### src/rtl/exec_ctrl_md_pkg.sv
// Shared constants for the EX-stage ALU control / mul-div block:
// ALU control codes, ALUOp classes, funct encodings and the engine state enum.
package exec_ctrl_pkg;

    // ALU control codes
    localparam logic [3:0] ALU_AND     = 4'b0000;
    localparam logic [3:0] ALU_XOR     = 4'b0001;
    localparam logic [3:0] ALU_SLL     = 4'b0010;
    localparam logic [3:0] ALU_ADD     = 4'b0011;
    localparam logic [3:0] ALU_SUB     = 4'b0100;
    localparam logic [3:0] ALU_MUL     = 4'b0101;
    localparam logic [3:0] ALU_ADDI    = 4'b0110;
    localparam logic [3:0] ALU_SRAI    = 4'b0111;
    localparam logic [3:0] ALU_MEM     = 4'b1000;
    localparam logic [3:0] ALU_BR      = 4'b1001;
    localparam logic [3:0] ALU_DIV     = 4'b1010;
    localparam logic [3:0] ALU_DIVU    = 4'b1011;
    localparam logic [3:0] ALU_REM     = 4'b1100;
    localparam logic [3:0] ALU_REMU    = 4'b1101;
    localparam logic [3:0] ALU_INVALID = 4'b1111;

    // ALUOp classes from main control
    localparam logic [1:0] ALUOP_MEM = 2'b00;
    localparam logic [1:0] ALUOP_BR  = 2'b01;
    localparam logic [1:0] ALUOP_R   = 2'b10;
    localparam logic [1:0] ALUOP_I   = 2'b11;

    // {funct7, funct3} encodings
    localparam logic [9:0] F_AND  = 10'b0000000111;
    localparam logic [9:0] F_XOR  = 10'b0000000100;
    localparam logic [9:0] F_SLL  = 10'b0000000001;
    localparam logic [9:0] F_ADD  = 10'b0000000000;
    localparam logic [9:0] F_SUB  = 10'b0100000000;
    localparam logic [9:0] F_MUL  = 10'b0000001000;
    localparam logic [9:0] F_DIV  = 10'b0000001100;
    localparam logic [9:0] F_DIVU = 10'b0000001101;
    localparam logic [9:0] F_REM  = 10'b0000001110;
    localparam logic [9:0] F_REMU = 10'b0000001111;
    localparam logic [9:0] F_SRAI = 10'b0100000101;

    typedef enum logic [1:0] {
        ST_IDLE = 2'd0,
        ST_RUN  = 2'd1,
        ST_DONE = 2'd2
    } md_state_e;

    // True for codes handled by the sequential mul/div engine
    function automatic logic is_md_op(input logic [3:0] c);
        return (c == ALU_MUL) || ((c >= ALU_DIV) && (c <= ALU_REMU));
    endfunction

endpackage

### src/rtl/exec_ctrl_md_if.sv
// EX-stage bus between the pipeline and exec_ctrl_md.
// master = pipeline side, slave = exec_ctrl_md side.
interface exec_ctrl_md_if #(
    parameter int XLEN   = 32,
    parameter int CTRL_W = 4
);
    logic              valid_i;
    logic [9:0]        funct_i;
    logic [1:0]        ALUOp_i;
    logic              flush_i;
    logic [XLEN-1:0]   rs1_i;
    logic [XLEN-1:0]   rs2_i;
    logic [CTRL_W-1:0] ALUCtrl_o;
    logic              md_op_o;
    logic              busy_o;
    logic              done_o;
    logic [XLEN-1:0]   md_result_o;

    modport master (
        output valid_i, funct_i, ALUOp_i, flush_i, rs1_i, rs2_i,
        input  ALUCtrl_o, md_op_o, busy_o, done_o, md_result_o
    );

    modport slave (
        input  valid_i, funct_i, ALUOp_i, flush_i, rs1_i, rs2_i,
        output ALUCtrl_o, md_op_o, busy_o, done_o, md_result_o
    );
endinterface

### src/rtl/exec_ctrl_md_iter_core.sv
// md_iter_core: iterative multiply/divide engine (IDLE/RUN/DONE).
// MUL is shift-add; DIV/REM is restoring division on magnitudes with a sign
// fix-up at the end. Divide-by-zero and signed overflow bypass RUN.
// Optional macro FAST_MUL_EN: MUL is a single-cycle multiply (IDLE->DONE).
module md_iter_core
    import exec_ctrl_pkg::*;
#(
    parameter int XLEN = 32
) (
    input  logic            clk_i,
    input  logic            rst_i,
    input  logic            valid_i,
    input  logic            md_op_i,
    input  logic            flush_i,
    input  logic [3:0]      op_i,
    input  logic [XLEN-1:0] rs1_i,
    input  logic [XLEN-1:0] rs2_i,
    output logic            busy_o,
    output logic            done_o,
    output logic [XLEN-1:0] result_o
);
    localparam int CW = $clog2(XLEN);

    md_state_e       state_q;
    logic [CW-1:0]   cnt_q;
    logic [3:0]      op_q;
    logic [XLEN-1:0] a_q;     // multiplicand, or dividend shifting into quotient
    logic [XLEN-1:0] b_q;     // multiplier, or divisor magnitude
    logic [XLEN-1:0] acc_q;   // product accumulator, or partial remainder
    logic            negq_q, negr_q, done_q;
    logic [XLEN-1:0] res_q;

    logic            start, signed_op, sa, sb, div0, ovf, bypass;
    logic [XLEN-1:0] mag_a, mag_b, bypass_res;
    logic [XLEN-1:0] a_d, b_d, acc_d, fin_res;
    logic [XLEN:0]   rem_sh, rem_diff;
    logic            q_bit;

    // Flush beats a simultaneous start
    assign start  = (state_q == ST_IDLE) && valid_i && md_op_i && !flush_i;
    assign busy_o = start || (state_q == ST_RUN);
    assign done_o   = done_q;
    assign result_o = res_q;

    // Start-cycle operand prep and the special cases that skip RUN
    always_comb begin
        signed_op = (op_i == ALU_DIV) || (op_i == ALU_REM);
        sa    = signed_op && rs1_i[XLEN-1];
        sb    = signed_op && rs2_i[XLEN-1];
        mag_a = sa ? -rs1_i : rs1_i;
        mag_b = sb ? -rs2_i : rs2_i;
        div0  = (op_i != ALU_MUL) && (rs2_i == '0);
        ovf   = signed_op && (rs1_i == {1'b1, {(XLEN-1){1'b0}}}) && (rs2_i == '1);
        bypass     = div0 || ovf;
        bypass_res = '0;
        if (div0)
            bypass_res = ((op_i == ALU_DIV) || (op_i == ALU_DIVU)) ? '1 : rs1_i;
        else if (ovf)
            bypass_res = (op_i == ALU_DIV) ? rs1_i : '0;
`ifdef FAST_MUL_EN
        if (op_i == ALU_MUL) begin
            bypass     = 1'b1;
            bypass_res = rs1_i * rs2_i;
        end
`endif
    end

    // One iteration step for the latched op, plus the sign-fixed final value
    always_comb begin
        rem_sh   = {acc_q, a_q[XLEN-1]};
        rem_diff = rem_sh - {1'b0, b_q};
        q_bit    = !rem_diff[XLEN];
        if (op_q == ALU_MUL) begin
            acc_d = b_q[0] ? (acc_q + a_q) : acc_q;
            a_d   = a_q << 1;
            b_d   = b_q >> 1;
        end else begin
            acc_d = q_bit ? rem_diff[XLEN-1:0] : rem_sh[XLEN-1:0];
            a_d   = {a_q[XLEN-2:0], q_bit};
            b_d   = b_q;
        end
        if (op_q == ALU_MUL)
            fin_res = acc_d;
        else if ((op_q == ALU_DIV) || (op_q == ALU_DIVU))
            fin_res = negq_q ? -a_d : a_d;
        else
            fin_res = negr_q ? -acc_d : acc_d;
    end

    // Engine FSM with registered done/result
    always_ff @(posedge clk_i or negedge rst_i) begin
        if (!rst_i) begin
            state_q <= ST_IDLE;
            cnt_q   <= '0;
            op_q    <= '0;
            a_q     <= '0;
            b_q     <= '0;
            acc_q   <= '0;
            negq_q  <= 1'b0;
            negr_q  <= 1'b0;
            done_q  <= 1'b0;
            res_q   <= '0;
        end else begin
            case (state_q)
                ST_IDLE: begin
                    done_q <= 1'b0;
                    if (start) begin
                        op_q  <= op_i;
                        cnt_q <= '0;
                        if (bypass) begin
                            res_q   <= bypass_res;
                            done_q  <= 1'b1;
                            state_q <= ST_DONE;
                        end else begin
                            a_q     <= (op_i == ALU_MUL) ? rs1_i : mag_a;
                            b_q     <= (op_i == ALU_MUL) ? rs2_i : mag_b;
                            acc_q   <= '0;
                            negq_q  <= sa ^ sb;
                            negr_q  <= sa;
                            state_q <= ST_RUN;
                        end
                    end
                end
                ST_RUN: begin
                    if (flush_i) begin
                        done_q  <= 1'b0;
                        state_q <= ST_IDLE;
                    end else begin
                        a_q   <= a_d;
                        b_q   <= b_d;
                        acc_q <= acc_d;
                        cnt_q <= cnt_q + 1'b1;
                        if (cnt_q == CW'(XLEN-1)) begin
                            res_q   <= fin_res;
                            done_q  <= 1'b1;
                            state_q <= ST_DONE;
                        end
                    end
                end
                default: begin
                    done_q  <= 1'b0;
                    state_q <= ST_IDLE;
                end
            endcase
        end
    end

endmodule

### src/rtl/exec_ctrl_md.sv
// exec_ctrl_md: EX-stage ALU control decode plus iterative mul/div engine.
// Optional macro FAST_MUL_EN (handled in md_iter_core): single-cycle MUL.
module exec_ctrl_md
    import exec_ctrl_pkg::*;
#(
    parameter int XLEN   = 32,
    parameter int CTRL_W = 4
) (
    input  logic          clk_i,
    input  logic          rst_i,
    exec_ctrl_md_if.slave bus
);
    logic [3:0] code;
    logic [2:0] funct3;

    assign funct3 = bus.funct_i[2:0];

    // Combinational {funct7,funct3}/ALUOp decode; unmatched maps to INVALID
    always_comb begin
        code = ALU_INVALID;
        case (bus.ALUOp_i)
            ALUOP_R: begin
                case (bus.funct_i)
                    F_AND:   code = ALU_AND;
                    F_XOR:   code = ALU_XOR;
                    F_SLL:   code = ALU_SLL;
                    F_ADD:   code = ALU_ADD;
                    F_SUB:   code = ALU_SUB;
                    F_MUL:   code = ALU_MUL;
                    F_DIV:   code = ALU_DIV;
                    F_DIVU:  code = ALU_DIVU;
                    F_REM:   code = ALU_REM;
                    F_REMU:  code = ALU_REMU;
                    default: code = ALU_INVALID;
                endcase
            end
            ALUOP_I: begin
                if (bus.funct_i == F_SRAI)
                    code = ALU_SRAI;
                else if ((funct3 == 3'b000) || (funct3 == 3'b010))
                    code = ALU_ADDI;
            end
            ALUOP_MEM: code = ALU_MEM;
            ALUOP_BR:  code = ALU_BR;
            default:   code = ALU_INVALID;
        endcase
    end

    assign bus.ALUCtrl_o = CTRL_W'(code);
    assign bus.md_op_o   = is_md_op(code);

    md_iter_core #(.XLEN(XLEN)) u_core (
        .clk_i    (clk_i),
        .rst_i    (rst_i),
        .valid_i  (bus.valid_i),
        .md_op_i  (bus.md_op_o),
        .flush_i  (bus.flush_i),
        .op_i     (code),
        .rs1_i    (bus.rs1_i),
        .rs2_i    (bus.rs2_i),
        .busy_o   (bus.busy_o),
        .done_o   (bus.done_o),
        .result_o (bus.md_result_o)
    );

endmodule

### src/flat_wrapper.sv
// flat-port wrapper written by rule: the top's interface ports become plain ports
module exec_ctrl_md_flat import exec_ctrl_pkg::*;
#(
    parameter int XLEN   = 32,
    parameter int CTRL_W = 4
)
  (clk_i, rst_i, bus_valid_i, bus_funct_i, bus_ALUOp_i, bus_flush_i, bus_rs1_i, bus_rs2_i, bus_ALUCtrl_o, bus_md_op_o, bus_busy_o, bus_done_o, bus_md_result_o);
  exec_ctrl_md_if #(.XLEN(XLEN), .CTRL_W(CTRL_W)) bus_i ();
  input  logic clk_i;
  input  logic rst_i;
  input wire logic [$bits(bus_i.valid_i)-1:0] bus_valid_i;
  input wire logic [$bits(bus_i.funct_i)-1:0] bus_funct_i;
  input wire logic [$bits(bus_i.ALUOp_i)-1:0] bus_ALUOp_i;
  input wire logic [$bits(bus_i.flush_i)-1:0] bus_flush_i;
  input wire logic [$bits(bus_i.rs1_i)-1:0] bus_rs1_i;
  input wire logic [$bits(bus_i.rs2_i)-1:0] bus_rs2_i;
  output wire logic [$bits(bus_i.ALUCtrl_o)-1:0] bus_ALUCtrl_o;
  output wire logic [$bits(bus_i.md_op_o)-1:0] bus_md_op_o;
  output wire logic [$bits(bus_i.busy_o)-1:0] bus_busy_o;
  output wire logic [$bits(bus_i.done_o)-1:0] bus_done_o;
  output wire logic [$bits(bus_i.md_result_o)-1:0] bus_md_result_o;
  assign bus_i.valid_i = bus_valid_i;
  assign bus_i.funct_i = bus_funct_i;
  assign bus_i.ALUOp_i = bus_ALUOp_i;
  assign bus_i.flush_i = bus_flush_i;
  assign bus_i.rs1_i = bus_rs1_i;
  assign bus_i.rs2_i = bus_rs2_i;
  assign bus_ALUCtrl_o = bus_i.ALUCtrl_o;
  assign bus_md_op_o = bus_i.md_op_o;
  assign bus_busy_o = bus_i.busy_o;
  assign bus_done_o = bus_i.done_o;
  assign bus_md_result_o = bus_i.md_result_o;
  exec_ctrl_md #(.XLEN(XLEN), .CTRL_W(CTRL_W)) u_core (.clk_i(clk_i), .rst_i(rst_i), .bus(bus_i));
endmodule
### config.mk
export PLATFORM = sky130hd
export DESIGN_NAME = exec_ctrl_md_flat
export DESIGN_NICKNAME = d
export VERILOG_FILES = /design/src/rtl/exec_ctrl_md_pkg.sv /design/src/rtl/exec_ctrl_md_if.sv /design/src/rtl/exec_ctrl_md_iter_core.sv /design/src/rtl/exec_ctrl_md.sv /design/src/flat_wrapper.sv
export SDC_FILE = /design/constraint.sdc
export NUM_CORES = 1
export LEC_CHECK = 0
export CORE_UTILIZATION = 55
export CTS_CLUSTER_DIAMETER = 100
export CTS_CLUSTER_SIZE = 24
export DETAILED_ROUTE_END_ITERATION = 10
export GPL_ROUTABILITY_DRIVEN = 0
export PLACE_DENSITY = 0.76
export REMOVE_ABC_BUFFERS = 1
export SYNTH_ARGS = -nofsm -noshare
export SYNTH_HDL_FRONTEND = slang
export SYNTH_HIERARCHICAL = 1
export SYNTH_SLANG_ARGS = --single-unit
### constraint.sdc
create_clock -name clk_i -period 7.2 [get_ports clk_i]
set_input_delay 1.44 -clock clk_i [delete_from_list [all_inputs] [get_ports clk_i]]
set_output_delay 1.44 -clock clk_i [all_outputs]
set_load 0.01 [all_outputs]
After elaboration in Yosys (flattened, before gate mapping)
Index checks and enable logic that the tools add are counted.
{"block": "totals", "ff_bits": 142, "inputBits": 80, "output_inout_bits": 39, "word_cells": 136}
{"block": "classes", "add_sub_neg": 7, "n_lt_le_gt_ge": 2, "eq_ne": 33, "muxes": 51, "bitwise": 2, "n_reduce_logical": 31}
{"operator": "32-bit 2-to-1 mux", "n": 29}
{"operator": "32-bit case mux with 2 select lines", "n": 4}
{"operator": "32-bit negation", "n": 4}
{"operator": "32-bit == test (second input constant)", "n": 2}
{"operator": "10-bit by 4-bit == test with 1-bit output (second input constant)", "n": 5}
{"operator": "4-bit case mux with 10 select lines", "n": 1}
{"operator": "33-bit by 32-bit subtractor with 33-bit output", "n": 1}
{"operator": "32-bit adder", "n": 1}
{"operator": "32-bit logical NOT", "n": 1}
{"operator": "10-bit by 3-bit == test with 1-bit output (second input constant)", "n": 2}
{"operator": "10-bit by 9-bit == test with 1-bit output (second input constant)", "n": 2}
{"operator": "4-bit == test (second input constant)", "n": 5}
{"operator": "4-bit case mux with 4 select lines", "n": 1}
{"operator": "10-bit by 1-bit == test with 1-bit output (second input constant)", "n": 1}
{"operator": "10-bit logical NOT", "n": 1}
{"operator": "5-bit 2-to-1 mux", "n": 2}
{"operator": "5-bit case mux with 2 select lines", "n": 1}
{"operator": "5-bit AND reduction", "n": 2}
{"operator": "1-bit logical AND", "n": 9}
{"operator": "4-bit by 3-bit == test with 1-bit output (second input constant)", "n": 2}
{"operator": "2-bit 2-to-1 mux", "n": 4}
{"operator": "4-bit 2-to-1 mux", "n": 2}
{"operator": "2-bit inequality test (second input constant)", "n": 4}
{"operator": "1-bit logical OR", "n": 7}
{"operator": "other kinds (22)", "n": 33}

Logic depth before layout (Yosys ltp)
{"block": "depth", "ltp_word": 14, "mapped_depth": 23, "mapped_depth_nobuf": 21}

By module
The synthesis kept the hierarchy.
{"module": "md_iter_core", "n_inst": 1, "cells_each": 1968, "area_per_inst_um2": 14518.9, "seq_area_each_um2": 3553.4}
{"module": "exec_ctrl_md", "n_inst": 1, "cells_each": 47, "area_per_inst_um2": 312.8, "seq_area_each_um2": 0.0}

Least setup slack after synthesis
No wires, ideal clock.
{"block": "synth_path", "path_type": "input port to flip-flop", "from": "input port bus_funct_i[2]", "to": "register u_core.u_core.res_q[13], in the netlist u_core/u_core/result_o[13]", "setup_time_ps": 121, "arrival_time_ps": 5235, "required_time_ps": 7079, "setup_slack_ps": 1844, "cell_stages": 17, "path_buffers": 3, "path_cell_list": "buf_2 -> or2_1 -> o31a_1 -> or3_4 -> o21a_1 -> xnor2_1 -> nor3b_1 -> nand2_1 -> nor3_1 -> nand3_1 -> o22ai_1 -> mux2i_1 -> a21oi_1 -> clkbuf_1 -> buf_1 -> o221ai_1 -> o22a_1"}
{"block": "synth_between", "word_cells_on_any_way": 45, "cone_classes": "2 x order compare; 18 x eq/ne; 11 x mux; 14 x reduce/logical"}
{"element": "start, declared", "line": "flat_wrapper.sv:12", "text": "input wire logic [$bits(bus_i.funct_i)-1:0] bus_funct_i;"}
{"element": "10-bit by 4-bit == test with 1-bit output, or another cell as far along", "line": "exec_ctrl_md.sv:23", "text": "case (bus.funct_i)"}
{"element": "4-bit case mux with 10 select lines or 4-bit 2-to-1 mux (tied branches)", "line": "exec_ctrl_md.sv:23, exec_ctrl_md.sv:38"}
{"element": "4-bit case mux with 4 select lines *", "line": "exec_ctrl_md.sv:21", "text": "case (bus.ALUOp_i)"}
{"element": "named net bus_ALUCtrl_o[1]", "line": "flat_wrapper.sv:17", "text": "output wire logic [$bits(bus_i.ALUCtrl_o)-1:0] bus_ALUCtrl_o;"}
{"element": "4-bit == test, on equally long branches", "line": "exec_ctrl_md_iter_core.sv:47, exec_ctrl_md_iter_core.sv:57, exec_ctrl_md_iter_core.sv:59"}
{"element": "1-bit logical OR", "line": "exec_ctrl_md_iter_core.sv:47", "text": "signed_op = (op_i == ALU_DIV) || (op_i == ALU_REM);"}
{"element": "1-bit logical AND (2 in series)", "line": "exec_ctrl_md_iter_core.sv:53", "text": "ovf = signed_op && (rs1_i == {1'b1, {(XLEN-1){1'b0}}}) && (rs2_i == '1);"}
{"element": "32-bit 2-to-1 mux", "line": "exec_ctrl_md_iter_core.sv:58", "text": "else if (ovf)"}
{"element": "32-bit 2-to-1 mux", "line": "exec_ctrl_md_iter_core.sv:56", "text": "if (div0)"}
{"element": "32-bit 2-to-1 mux", "line": "exec_ctrl_md_iter_core.sv:110", "text": "if (bypass) begin"}
{"element": "32-bit 2-to-1 mux", "line": "exec_ctrl_md_iter_core.sv:107", "text": "if (start) begin"}
{"element": "32-bit case mux with 2 select lines", "line": "exec_ctrl_md_iter_core.sv:104", "text": "case (state_q)"}
{"element": "end signal, assigned", "line": "exec_ctrl_md_iter_core.sv:111", "text": "res_q <= bypass_res;"}
{"element": "end signal, assigned", "line": "exec_ctrl_md_iter_core.sv:134", "text": "res_q <= fin_res;"}
{"element": "end, declared", "line": "exec_ctrl_md_iter_core.sv:31", "text": "logic [XLEN-1:0] res_q;"}
Mark *: on every way through the listed nets, which the timed path passes. The rest lies on a longest branch. The select of a mux whose other input is x is not followed.
A chain may end at the register's enable or synchronous reset.

Worst setup path after layout
{"block": "layout_path", "from": "input port bus_funct_i[0]", "to": "register u_core.u_core.res_q[30], in the netlist u_core/u_core/result_o[30]"}
{"block": "layout_between", "elab_chain_cells": 14, "word_cells_on_any_way": 45, "cone_classes": "2 x order compare; 18 x eq/ne; 11 x mux; 14 x reduce/logical"}
{"element": "parallel branches: the longest is 4 deep, another holds 10-bit by 4-bit == test with 1-bit output"}
{"element": "4-bit case mux with 4 select lines *", "line": "exec_ctrl_md.sv:21"}
{"element": "4-bit == test, on equally long branches", "line": "exec_ctrl_md_iter_core.sv:47, exec_ctrl_md_iter_core.sv:57, exec_ctrl_md_iter_core.sv:59"}
{"element": "1-bit logical OR", "line": "exec_ctrl_md_iter_core.sv:47"}
{"element": "1-bit logical AND (2 in series)", "line": "exec_ctrl_md_iter_core.sv:53"}
{"element": "32-bit 2-to-1 mux", "line": "exec_ctrl_md_iter_core.sv:58"}
{"element": "32-bit 2-to-1 mux", "line": "exec_ctrl_md_iter_core.sv:56"}
{"element": "32-bit 2-to-1 mux", "line": "exec_ctrl_md_iter_core.sv:110"}
{"element": "32-bit 2-to-1 mux", "line": "exec_ctrl_md_iter_core.sv:107"}
{"element": "32-bit case mux with 2 select lines", "line": "exec_ctrl_md_iter_core.sv:104"}
Mark *: on every way between the ends. The select of a mux whose other input is x is not followed.

==> results.json <==
{
  "synth_edf_count": 0,
  "diodes": 0,
  "rsz0062_at_grt": "false",
  "pwr-share-comb": 0.241,
  "worst_pin_slew_ns": 1.21,
  "yosysSeqAreaShare": 0.240,
  "setup.worst_path.end_class": "register",
  "met1_length_um": 21200,
  "power_density_nw_per_um2": 146,
  "hold_violations": 0,
  "drv_cap": 0,
  "die_h_um": 166,
  "worstHoldPathType": "register to register",
  "tns_ns": 0,
  "pin_count": 119,
  "yosysMostFrequentCell": "o21ai_0",
  "critPathTopFamily": "compound AO/OA/AOI/OAI gates",
  "syn2layout_area_growth_pct": 13.5,
  "setup_ws_ns": 1.11,
  "grt_max_degree": 141,
  "cp-start-kind": "primary input",
  "cts_sinks": 142,
  "critical_path_buf_inv_count": 2,
  "final_nets": 2207,
  "synthFlopType": "dfrtp_1",
  "postCtsHoldBufs": 0,
  "clock_latency_ns": 0.44,
  "synth.top_cell.area_share": 0.240,
  "crit_top_cell": "nand2_1",
  "vias": 16279,
  "first_iter_violations": 2004,
  "synth_top_area_cell": "dfrtp_1",
  "clkPwrFrac": 0.402,
  "synthTopCellsByArea": "dfrtp_1, o21ai_0, a21oi_1",
  "num_rows": 59,
  "root_buffer": "clkbuf_16",
  "worstSetupStartpoint": "bus_funct_i[0]",
  "crit_chain": "clkdlybuf4s50_1 > nor2_1 > xor2_1 > a21oi_1 > or3_4 > o21a_1 > xnor2_1 > nor3b_1 > buf_4 > nand2_1 > nor3_1 > nand3_1 > o22ai_1 > mux2i_1 > a21oi_4 > nand2_1 > a21oi_1 > o31ai_1 > nand2_1",
  "internal_power_mw": 1.67,
  "post_cts_resized": 0,
  "syn_avg_cell_area_um2": 7.36,
  "wl_met3_um": 5650,
  "grtUsageTotal": 0.366,
  "wirelength_um": 51100,
  "core_area_um2": 26300,
  "highest_layer": "met4",
  "swShare": 0.321,
  "synth_cells": 2015,
  "vias_per_cell": 6.78,
  "drc": 10,
  "synth_common_cells": "o21ai_0, nand2_1, a21oi_1",
  "wire_per_inst_um": 21.3,
  "status": "finished, violations left",
  "async_flop_share": 1.00,
  "port_buffers": 118,
  "min_period_ns": 6.09,
  "postRouteAntennaNets": 0,
  "cts_buffer_depth": 2,
  "initial_core_util": 0.564,
  "design_area_um2": 16800,
  "min_from": "u_core/u_core/done_o",
  "cp_max_fo": 22,
  "cts_buffers": 17,
  "hold_ws_ns": 0.493,
  "max_freq_mhz": 164,
  "yosys_register_bits": 142,
  "ff_latch_area_um2": 3550,
  "fillCellCount": 2384,
  "fin_cells": 2402,
  "ys_warn_count": 6,
  "dp_hpwl_um": 37300,
  "seqPwrFrac": 0.357,
  "cts.clk_slew.worst_paths_ns": 0.07,
  "p_sw_uw": 787,
  "grt_pass1_vias": 14832,
  "dr.pass1.iters": 9,
  "cts_tree": "built",
  "htree_levels": 4,
  "multiInputGateArea_um2": 10600,
  "place_area_um2": 16200,
  "grt_antenna_before_repair": 0,
  "drive_gt1_frac": 0.0542,
  "violations": "DRC",
  "slowest_delay_ns": 0.78,
  "p_leak_nw": 7.09,
  "drv_slew": 0,
  "skew_ns": 0.0108,
  "grt_first_pass_wirelength_um": 80700,
  "post_cts_buffers": 0,
  "worstReg2RegStart": "u_core/u_core/a_q[31]",
  "crit_arrival_ns": 6.47,
  "worstPathRequired_ns": 7.58,
  "relSlewSlack": 0.196,
  "ir_worst_vdd_mv": 0.170,
  "overflow": 0,
  "min_period_over_period": 0.846,
  "critPathKind": "primary input to register",
  "preCtsSetupSlack_ns": 0.887,
  "cp_slowest_cell": "a21oi_4",
  "dieArea_um2": 27600,
  "syn-cell-area_um2": 14800,
  "setup_viol": 0,
  "met2_length_um": 22200,
  "dp_cells": 2371,
  "dieWidth_um": 166,
  "yosys.cell_types.count": 94
}
[area by class of cell]
class,instances,share of cell area
sequential,142,0.211
clock buffer,18,0.0261
inverter,62,0.0138
timing repair buffer,144,0.0825
multi-input combinational,1688,0.630
clock inverter,13,0.0113
tap,335,0.0249
[metrics by stage]
step / utilization / power [mW]
after floorplan: - / 1.24
after global placement: 0.617 / 1.45
after detailed placement: 0.617 / 1.46
after CTS: 0.641 / 2.43
after global routing: 0.641 / 2.54
final: 0.641 / 2.45
[logic make-up after synthesis]
kind of cell	share of synthesized area
DFF	0.240
xor gates and xnor gates	0.0886
adders and majority gates	0.0624
and+or+nand+nor	0.227
buffers and inverters	0.0482
AOI/OAI and AO/OA	0.313
muxes	0.0214
[placed cells by master, fill, tap and decap left out, types with 13 or more instances in the layout]
master / instances
o21ai_0: 232
nand2_1: 230
a21oi_1: 207
nor2_1: 187
dfrtp_1: 142
clkdlybuf4s50_1: 117
xor2_1: 77
xnor2_1: 73
ha_1: 70
inv_1: 61
nand3_1: 38
a31oi_1: 33
o31ai_1: 33
nor3_1: 32
a211oi_1: 28
nand4_1: 28
a21o_1: 27
mux2i_1: 25
buf_4: 25
or3_1: 24
nor4_1: 22
and3_1: 20
a22o_1: 18
clkbuf_16: 17
o41ai_1: 17
nor2b_1: 13
or2_2: 13
[power by group through the flow]
stage | sequential, mW | clock, mW | combinational (mW)
after global routing | 0.878 | 1.02 | 0.645
after floorplan | 0.878 | 0 | 0.360
final | 0.875 | 0.987 | 0.591
after detailed placement | 0.887 | 0 | 0.574
after global placement | 0.886 | 0 | 0.563
after CTS | 0.872 | 0.984 | 0.578
[worst reg2reg max path, cell delays in order, from the launching register on]
cell,delay (ns)
dfrtp_1,0.53
inv_1,0.13
ha_1,0.25
fa_1,0.41
nand2b_1,0.19
a21o_1,0.25
a31oi_1,0.36
o211ai_1,0.25
nand3_2,0.29
nand2_2,0.30
a311o_1,0.58
nor4_2,0.55
nand4_1,0.48
nor4_4,0.44
a21oi_1,0.14
xnor2_1,0.33
a21oi_1,0.11
[state kept, by name (all words and copies together) (netlist names)]
register	cells
u_core/u_core/a_q	32
u_core/u_core/acc_q	32
u_core/u_core/b_q	32
u_core/u_core/cnt_q	5
u_core/u_core/done_o	1
u_core/u_core/negq_q	1
u_core/u_core/negr_q	1
u_core/u_core/op_q	4
u_core/u_core/result_o	32
u_core/u_core/state_q	2
[per-layer routing]
| layer | vias to the layer above | GRT usage |
|---|---|---|
| li1 | 7528 | - |
| met1 | 7616 | 0.507 |
| met2 | 992 | 0.561 |
| met3 | 143 | 0.0582 |
| met4 | 0 | 0.165 |
| met5 | - | 0 |
[worst paths after layout]
| kind | slack [ns] | end | depth (start not counted) |
|---|---|---|---|
| setup / recovery | 1.11 | u_core/u_core/result_o[30] | 19 |
| hold / removal | 0.49 | u_core/u_core/done_o | 1 |
| setup reg to reg | 1.48 | u_core/u_core/result_o[26] | 16 |
| hold reg to reg | 0.49 | u_core/u_core/done_o | 1 |
| max in group asynchronous | 4.83 | u_core/u_core/result_o[21] | 2 |
| min in group asynchronous | 1.07 | u_core/u_core/b_q[3] | 1 |
Note: power is estimated with default switching activity, not from simulation.
